## src/rtl/sp_ram_pkg.sv

```systemverilog
// Shared types and constants for the single-port RAM with clear engine.
package sp_ram_pkg;

    typedef enum logic {
        ST_CLEAR = 1'b0,
        ST_RUN   = 1'b1
    } state_t;

    // Where the visible read data comes from after the last update.
    typedef enum logic [1:0] {
        SRC_ARRAY = 2'd0,
        SRC_MERGE = 2'd1,
        SRC_ZERO  = 2'd2
    } rd_src_t;

    localparam int RDW_OLD  = 0;
    localparam int RDW_NEW  = 1;
    localparam int RDW_HOLD = 2;

endpackage

```

## src/rtl/sp_ram_array.sv

```systemverilog
// Storage only: byte-enable write port and a read-first registered read port.
module sp_ram_array
    import sp_ram_pkg::*;
#(
    parameter int DATA_W = 32,
    parameter int ADDR_W = 6,
    parameter int DEPTH  = 64
) (
    input  logic                  clk,
    input  logic                  we,
    input  logic                  re,
    input  logic [DATA_W/8-1:0]   be,
    input  logic [ADDR_W-1:0]     addr,
    input  logic [DATA_W-1:0]     wdata,
    output logic [DATA_W-1:0]     rdata
);

    localparam int BE_W = DATA_W / 8;

    logic [DATA_W-1:0] mem [DEPTH];
    logic [DATA_W-1:0] rdata_q;

    // The read register samples the word before the write lands, so it yields the old word.
    always_ff @(posedge clk) begin
        if (re) begin
            rdata_q <= mem[addr];
        end
        if (we) begin
            for (int i = 0; i < BE_W; i++) begin
                if (be[i]) begin
                    mem[addr][8*i +: 8] <= wdata[8*i +: 8];
                end
            end
        end
    end

    assign rdata = rdata_q;

endmodule

```

## src/rtl/sp_ram_clr.sv

```systemverilog
// Single-port RAM top: clear FSM, req/ready handshake, range check and read-during-write muxing.
module sp_ram_clr
    import sp_ram_pkg::*;
#(
    parameter int                DATA_W   = 32,
    parameter int                ADDR_W   = 6,
    parameter int                DEPTH    = 1 << ADDR_W,
    parameter int                RDW_MODE = RDW_OLD,
    parameter logic [DATA_W-1:0] CLR_VAL  = '0
) (
    input  logic                  clk,
    input  logic                  rst,
    input  logic                  req,
    input  logic                  we,
    input  logic [DATA_W/8-1:0]   be,
    input  logic [ADDR_W-1:0]     addr,
    input  logic [DATA_W-1:0]     wdata,
    input  logic                  clr,
    output logic                  ready,
    output logic                  busy,
    output logic                  rvalid,
    output logic [DATA_W-1:0]     rdata
);

    localparam int BE_W = DATA_W / 8;
    localparam logic [ADDR_W:0]   DEPTH_LIM = (ADDR_W + 1)'(DEPTH);
    localparam logic [ADDR_W-1:0] LAST_PTR  = ADDR_W'(DEPTH - 1);

    state_t              state_q, state_d;
    logic [ADDR_W-1:0]   ptr_q, ptr_d;
    logic                busy_q, busy_d;
    logic                rvalid_q, rvalid_d;
    rd_src_t             src_q, src_d;
    logic [DATA_W-1:0]   wdata_q, wdata_d;
    logic [BE_W-1:0]     be_q, be_d;

    logic                in_range;
    logic                rd_acc;
    logic                wr_acc;
    logic                arr_we;
    logic                arr_re;
    logic [BE_W-1:0]     arr_be;
    logic [ADDR_W-1:0]   arr_addr;
    logic [DATA_W-1:0]   arr_wdata;
    logic [DATA_W-1:0]   arr_rdata;
    logic [DATA_W-1:0]   merged;

    assign ready    = (state_q == ST_RUN) && !clr;
    assign in_range = {1'b0, addr} < DEPTH_LIM;
    assign rd_acc   = req && ready && !we;
    assign wr_acc   = req && ready && we && in_range;

    // Array strobes are gated by rst so an asserted reset never disturbs the contents.
    always_comb begin
        arr_we    = 1'b0;
        arr_re    = 1'b0;
        arr_be    = be;
        arr_addr  = addr;
        arr_wdata = wdata;
        if (state_q == ST_CLEAR) begin
            arr_we    = !rst;
            arr_be    = '1;
            arr_addr  = ptr_q;
            arr_wdata = CLR_VAL;
        end else begin
            arr_we = !rst && wr_acc;
            arr_re = !rst && ((rd_acc && in_range) || (wr_acc && RDW_MODE != RDW_HOLD));
        end
    end

    sp_ram_array #(
        .DATA_W (DATA_W),
        .ADDR_W (ADDR_W),
        .DEPTH  (DEPTH)
    ) u_array (
        .clk   (clk),
        .we    (arr_we),
        .re    (arr_re),
        .be    (arr_be),
        .addr  (arr_addr),
        .wdata (arr_wdata),
        .rdata (arr_rdata)
    );

    always_comb begin
        state_d  = state_q;
        ptr_d    = ptr_q;
        busy_d   = busy_q;
        rvalid_d = rd_acc;
        src_d    = src_q;
        wdata_d  = wdata_q;
        be_d     = be_q;
        case (state_q)
            ST_CLEAR: begin
                if (ptr_q == LAST_PTR) begin
                    ptr_d   = '0;
                    state_d = ST_RUN;
                    busy_d  = 1'b0;
                end else begin
                    ptr_d = ptr_q + 1'b1;
                end
            end
            ST_RUN: begin
                if (clr) begin
                    ptr_d   = '0;
                    state_d = ST_CLEAR;
                    busy_d  = 1'b1;
                end
            end
            default: state_d = ST_CLEAR;
        endcase
        // A merged-word result keeps the write data around so the merge can be done after the array read.
        if (rd_acc) begin
            src_d = in_range ? SRC_ARRAY : SRC_ZERO;
        end else if (wr_acc && RDW_MODE == RDW_OLD) begin
            src_d = SRC_ARRAY;
        end else if (wr_acc && RDW_MODE == RDW_NEW) begin
            src_d   = SRC_MERGE;
            wdata_d = wdata;
            be_d    = be;
        end
    end

    always_ff @(posedge clk or posedge rst) begin
        if (rst) begin
            state_q  <= ST_CLEAR;
            ptr_q    <= '0;
            busy_q   <= 1'b1;
            rvalid_q <= 1'b0;
            src_q    <= SRC_ZERO;
            wdata_q  <= '0;
            be_q     <= '0;
        end else begin
            state_q  <= state_d;
            ptr_q    <= ptr_d;
            busy_q   <= busy_d;
            rvalid_q <= rvalid_d;
            src_q    <= src_d;
            wdata_q  <= wdata_d;
            be_q     <= be_d;
        end
    end

    always_comb begin
        merged = arr_rdata;
        for (int i = 0; i < BE_W; i++) begin
            if (be_q[i]) begin
                merged[8*i +: 8] = wdata_q[8*i +: 8];
            end
        end
        case (src_q)
            SRC_MERGE: rdata = merged;
            SRC_ZERO:  rdata = '0;
            default:   rdata = arr_rdata;
        endcase
    end

    assign busy   = busy_q;
    assign rvalid = rvalid_q;

endmodule

```

## config.mk

```make
export PLATFORM = sky130hd
export DESIGN_NAME = sp_ram_clr
export DESIGN_NICKNAME = d
export VERILOG_FILES = /design/src/rtl/sp_ram_pkg.sv /design/src/rtl/sp_ram_array.sv /design/src/rtl/sp_ram_clr.sv
export SDC_FILE = /design/constraint.sdc
export NUM_CORES = 2
export LEC_CHECK = 0
export CORE_AREA = 4 4 339 675
export CTS_CLUSTER_SIZE = 40
export DETAILED_ROUTE_END_ITERATION = 12
export DIE_AREA = 0 0 343 679
export PLACE_DENSITY = 0.5
export SETUP_SLACK_MARGIN = 0.05
export SLEW_MARGIN = 20
export SYNTH_ARGS = -nofsm -noshare
export SYNTH_HDL_FRONTEND = slang
export SYNTH_SLANG_ARGS = --single-unit
export TNS_END_PERCENT = 100
```

## constraint.sdc

```tcl
create_clock -name clk -period 2.8 [get_ports clk]
set_input_delay 0.42 -clock clk [delete_from_list [all_inputs] [get_ports clk]]
set_output_delay 0.42 -clock clk [all_outputs]
set_load 0.02 [all_outputs]
```

==> summary.md <==
| Metric | Value |
|---|---|
| Total number of H-tree levels | 4 |
| Cell types occupying the most area after synthesis | sky130_fd_sc_hd__edfxtp_1 (83%), sky130_fd_sc_hd__a222oi_1 (6.8%), sky130_fd_sc_hd__a22oi_1 (2.6%), sky130_fd_sc_hd__a31oi_1 (2.1%), sky130_fd_sc_hd__nor3_1 (1.7%) |
| Cell count after placement | 7567 |
| Result of the run | finished, violations left |
| Worst clock skew | 0.03497 ns |
| Global route overflow | 0 |
| Number of instances in the synthesized netlist | 3998 |
| Routed length on met1 | 94300 um |
| Post-route DRC violation count | 0 |
| Register-to-register setup slack | -0.32 ns |
| Worst voltage drop across the vdd grid | 0.0006005 V |
| Worst skew pair latency | 0.84 ns |
| Sequential area share after synthesis | 0.8290 |
| Largest net degree at the start of global routing | 65 |
| Number of DRC markers after the initial detailed-route iteration | 7314 |
| Static Leakage | 0.03119 uW |
| Violated checks | setup timing |
| Portion of total power attributed to the clock network | 0.302 |
| Die X | 343 um |
| Standard-cell row count | 246 |
| Unrepaired setup endpoints after global routing | true |
| Area added between synthesis and finish | 27.94% |
| Routed wirelength normalized by instance count | 28.69 um |
| Final core occ | 0.4325 |
| Ordered list of cells on the worst path | buf_12 > nor4b_4 > or2_4 > buf_12 > buf_16 > buf_12 > a222oi_1 > a31oi_1 > nor4_2 > buf_4 > nand3_2 |
| Number of enable-type register cells in the synthesized netlist | 2080 |
| Sinks on the clock net | 2090 |
| Peak Freq | 320.6 MHz |
| Path type of the worst setup path | reg2reg |
| Launch point of the worst path | state_q |
| Async SR Flop Fraction | 0.004785 |
| Cell with the most instances on the worst path | sky130_fd_sc_hd__buf_12 |
| Routed vias/inst | 5.655 |
| Count of cells along the worst register-to-register path | 11 |
| Total count of max-transition violations in the final report | 0 |
| Synthesized area | 75650 um2 |
| Data required time of the critical path | 3.36 ns |
| Root Driver | sky130_fd_sc_hd__clkbuf_16 |
| Die Footprint | 232900 um2 |
| Net Sw Frac | 0.3031 |
| IO buf count | 81 |
| Global placement routability congestion | 0.8013 |
| Total power of the final layout | 90820 uW |
| Final worst path period share | 1.114 |
| Max transition margin | 0.4814 |
| Number of logic stages on the critical path including buffering | 11 |
| Final hold violations | 0 |
| Area taken by multi-input logic gates | 12990 um2 |
| Total buffers and inverters traversed by the critical path | 5 |
| Actual transition at the worst max-transition pin | 0.7779 ns |
| Synth Flop Type | sky130_fd_sc_hd__edfxtp_1 |
| Antenna Violating Nets Remaining | 0 |
| Tightest Hold Check Type | in2async |
| Ratio of total power to cell area | 938.4 nW/um2 |
| Met3 wire length | 18460 um |
| Total via count after detailed routing | 45471 |
| Via count of the first global-routing pass | 44950 |
| Total number of nets in the final design | 4958 |
| Sequential cell area | 62720 um2 |
| Gate power share | 0.305 |
| Top cell family by delay on the critical path | simple AND/OR/NAND/NOR gates |
| Finished Layout Cells | 8041 |
| Start of the worst register-to-register path | state_q |
| Initial standard-cell utilization of the core | 0.3381 |
| Final-layout fill cell count | 19554 |
| Uppermost metal layer occupied by signal nets | met5 |
| Worst r2r dst | u_array.rdata[27] |
| Synthesized netlist net count | 4046 |
| DRT Pass-1 Iters | 8 |
| Global-route wire length before repair | 324700 um |
| Max Root-Sink Buffers | 4 |
| Total Negative Setup Slacks | -4.413 ns |
| Fraction of final layout cells sized beyond drive strength 1 | 0.2986 |
| Highest cell delay on the worst timing path | 0.53 ns |
| Last element of the critical path | u_array.rdata[27] |
| Launching element type of the critical path | flop |
| TritonCTS clock tree | yes |
| Critical Path Slowest Stage Cell | sky130_fd_sc_hd__a222oi_1 |
| Die H | 679 um |
| CP Capture Type | flop |
| Warning count from the yosys run | 0 |
| Worst setup slack after layout | -0.3194 ns |
| Amount of wire on met2 after detailed routing | 113000 um |
| Net switching power of the design | 27530 uW |
| Number of antenna violations at the first check in global routing | 12 |
| WL final | 230700 um |
| Max-cap check violation count | 0 |
| Worst slack at placement | -0.8967 ns |
| Count of unique library cells instantiated by Yosys | 45 |
| Setup violators final | 31 |
| Clk pin slew, worst setup/hold paths | 0.07 ns |
| Data arrival at the endpoint of the critical path | 3.68 ns |
| Cts bufs inserted | 197 |
| Mean area per synthesized cell | 18.92 um2 |
| CP max FO | 7 |
| Share of power burned in registers | 0.394 |
| Proportion of netlist area held by the largest area contributor | 0.8257 |
| Total core area | 223800 um2 |
| Top cell type by total area after synthesis | sky130_fd_sc_hd__edfxtp_1 |
| Count of boundary I/O pins | 82 |
| Estimated wirelength of the detail-placed design | 137500 um |
| Post-route minimum period | 3.119 ns |
| Cell internal power dissipation | 63300 uW |
| Number of synthesized register bits | 2090 |
| Global-route total usage across every layer | 0.1895 |
[tightest hold or removal path, cell delays in order]
cell	delay, ns
sky130_fd_sc_hd__clkdlybuf4s50_1	0.42
sky130_fd_sc_hd__buf_4	0.15
sky130_fd_sc_hd__inv_1	0.33
[layer usage]
layer | global-route usage | vias up
li1 | - | 19395
met1 | 0.2636 | 23646
met2 | 0.3152 | 2127
met3 | 0.02941 | 299
met4 | 0.04160 | 4
met5 | 0 | -
[state kept, by name, summed over array words and instances, names as in the netlist]
signal	cells
rvalid	1
src_q	1
u_array.mem	2048
busy	1
state_q	1
u_array.rdata	32
ptr_q	6
[synth_stat cells, types with 2 or more instances]
cell / n
sky130_fd_sc_hd__nand2b_1: 4
sky130_fd_sc_hd__o21ai_1: 5
sky130_fd_sc_hd__a31o_2: 2
sky130_fd_sc_hd__nand2_1: 12
sky130_fd_sc_hd__or2_1: 4
sky130_fd_sc_hd__nor2b_1: 35
sky130_fd_sc_hd__o22a_1: 3
sky130_fd_sc_hd__buf_1: 30
sky130_fd_sc_hd__clkbuf_1: 244
sky130_fd_sc_hd__a21oi_1: 4
sky130_fd_sc_hd__a22o_1: 2
sky130_fd_sc_hd__buf_6: 9
sky130_fd_sc_hd__a222oi_1: 511
sky130_fd_sc_hd__a31oi_1: 255
sky130_fd_sc_hd__nor4bb_1: 2
sky130_fd_sc_hd__inv_1: 3
sky130_fd_sc_hd__nand3b_1: 2
sky130_fd_sc_hd__o22ai_1: 4
sky130_fd_sc_hd__buf_2: 50
sky130_fd_sc_hd__and2_1: 33
sky130_fd_sc_hd__nand3_1: 32
sky130_fd_sc_hd__nor4_1: 28
sky130_fd_sc_hd__o21ai_0: 6
sky130_fd_sc_hd__buf_4: 5
sky130_fd_sc_hd__dfrtp_1: 8
sky130_fd_sc_hd__nor4b_1: 3
sky130_fd_sc_hd__nand4_1: 6
sky130_fd_sc_hd__edfxtp_1: 2080
sky130_fd_sc_hd__mux2i_1: 4
sky130_fd_sc_hd__nor2_1: 85
sky130_fd_sc_hd__dfstp_2: 2
sky130_fd_sc_hd__nor3_1: 256
sky130_fd_sc_hd__a22oi_1: 257
[power by group through the flow]
| stage | Combinational [uW] | Sequential (uW) | Clock (uW) |
|---|---|---|---|
| floorplan | 10400 | 36300 | 0 |
| global placement | 23300 | 36400 | 0 |
| detailed placement | 23400 | 36400 | 0 |
| CTS | 26500 | 35700 | 27900 |
| global route | 29000 | 35800 | 29200 |
| finish | 27700 | 35800 | 27400 |
[cell type report]
type,instances,share of cell area
Inverter,4,0.0001551
Sequential cell,2090,0.6480
Timing Repair Buffer,1051,0.1112
Tap cell,2976,0.03847
Clock inverter,121,0.01509
Antenna cell,8,0.0002069
Clock buffer,225,0.05268
Multi-Input combinational cell,1566,0.1342
[cell usage in the layout (no fill, tap or decap), types with 8 or more instances in the layout]
cell type and n:
sky130_fd_sc_hd__a222oi_1 511, sky130_fd_sc_hd__dlygate4sd2_1 27, sky130_fd_sc_hd__a22oi_1 251, sky130_fd_sc_hd__nor3_1 202, sky130_fd_sc_hd__clkinv_1 36, sky130_fd_sc_hd__a31oi_1 206
sky130_fd_sc_hd__clkbuf_1 25, sky130_fd_sc_hd__nor4_4 12, sky130_fd_sc_hd__a31oi_4 15, sky130_fd_sc_hd__edfxtp_1 2080, sky130_fd_sc_hd__buf_16 16, sky130_fd_sc_hd__clkinvlp_4 13
sky130_fd_sc_hd__clkinv_2 30, sky130_fd_sc_hd__nor2_2 22, sky130_fd_sc_hd__bufbuf_16 8, sky130_fd_sc_hd__nor2_4 12, sky130_fd_sc_hd__buf_4 730, sky130_fd_sc_hd__bufinv_16 33
sky130_fd_sc_hd__nor2b_1 33, sky130_fd_sc_hd__buf_6 54, sky130_fd_sc_hd__clkdlybuf4s50_1 52, sky130_fd_sc_hd__a31oi_2 34, sky130_fd_sc_hd__nor4_2 14, sky130_fd_sc_hd__nor3_2 51
sky130_fd_sc_hd__nand3_2 11, sky130_fd_sc_hd__diode_2 8, sky130_fd_sc_hd__and2_2 32, sky130_fd_sc_hd__nor2_1 51, sky130_fd_sc_hd__buf_12 137, sky130_fd_sc_hd__clkbuf_16 208
sky130_fd_sc_hd__buf_8 16, sky130_fd_sc_hd__nand3_1 19
[cells by family (layout without fill, tap and decap cells)]
| logic type | after synthesis | after routing | share of synthesized area |
|---|---|---|---|
| fa+ha+maj | 1 | 1 | 0.0001654 |
| flops | 2090 | 2090 | 0.8290 |
| mux | 4 | 4 | 0.0005293 |
| other cells | 0 | 8 | 0 |
| compound gates | 1053 | 1053 | 0.1169 |
| simple gates | 508 | 508 | 0.03444 |
| buf+inv | 342 | 1401 | 0.01894 |
[how the worst min path moves through the flow]
stage	start	depth (start not counted)	slack, ns	endpoint
after global routing	rst	3	0.08	rvalid
final	rst	3	0.06	rvalid
after global placement	busy	2	0.49	busy
after floorplan	rst	1	0.26	ptr_q[0]
after CTS	rst	3	0.005	rvalid
after detailed placement	busy	2	0.50	busy
[timing repair]
| action | 4_1_cts | 5_1_grt |
|---|---|---|
| pin swaps | 163 | 128 |
| cloned | 17 | 8 |
| buffers inserted | 66 | 37 |
| endpoints found under the setup margin | 1471 | 814 |
| resized for setup | 255 | 128 |
| hold buffers | 0 | 0 |
[per-stage QoR]
step / hold slack [ns] / instance area [um2]
2_1_floorplan: 0.2587 / 75650
3_3_place_gp: 0.4927 / 86870
3_5_place_dp: 0.4983 / 86900
4_1_cts: 0.005375 / 95650
5_1_grt: 0.08123 / 96760
6_report: 0.05571 / 96780
No activity file was read; power rests on OpenSTA's default activity.
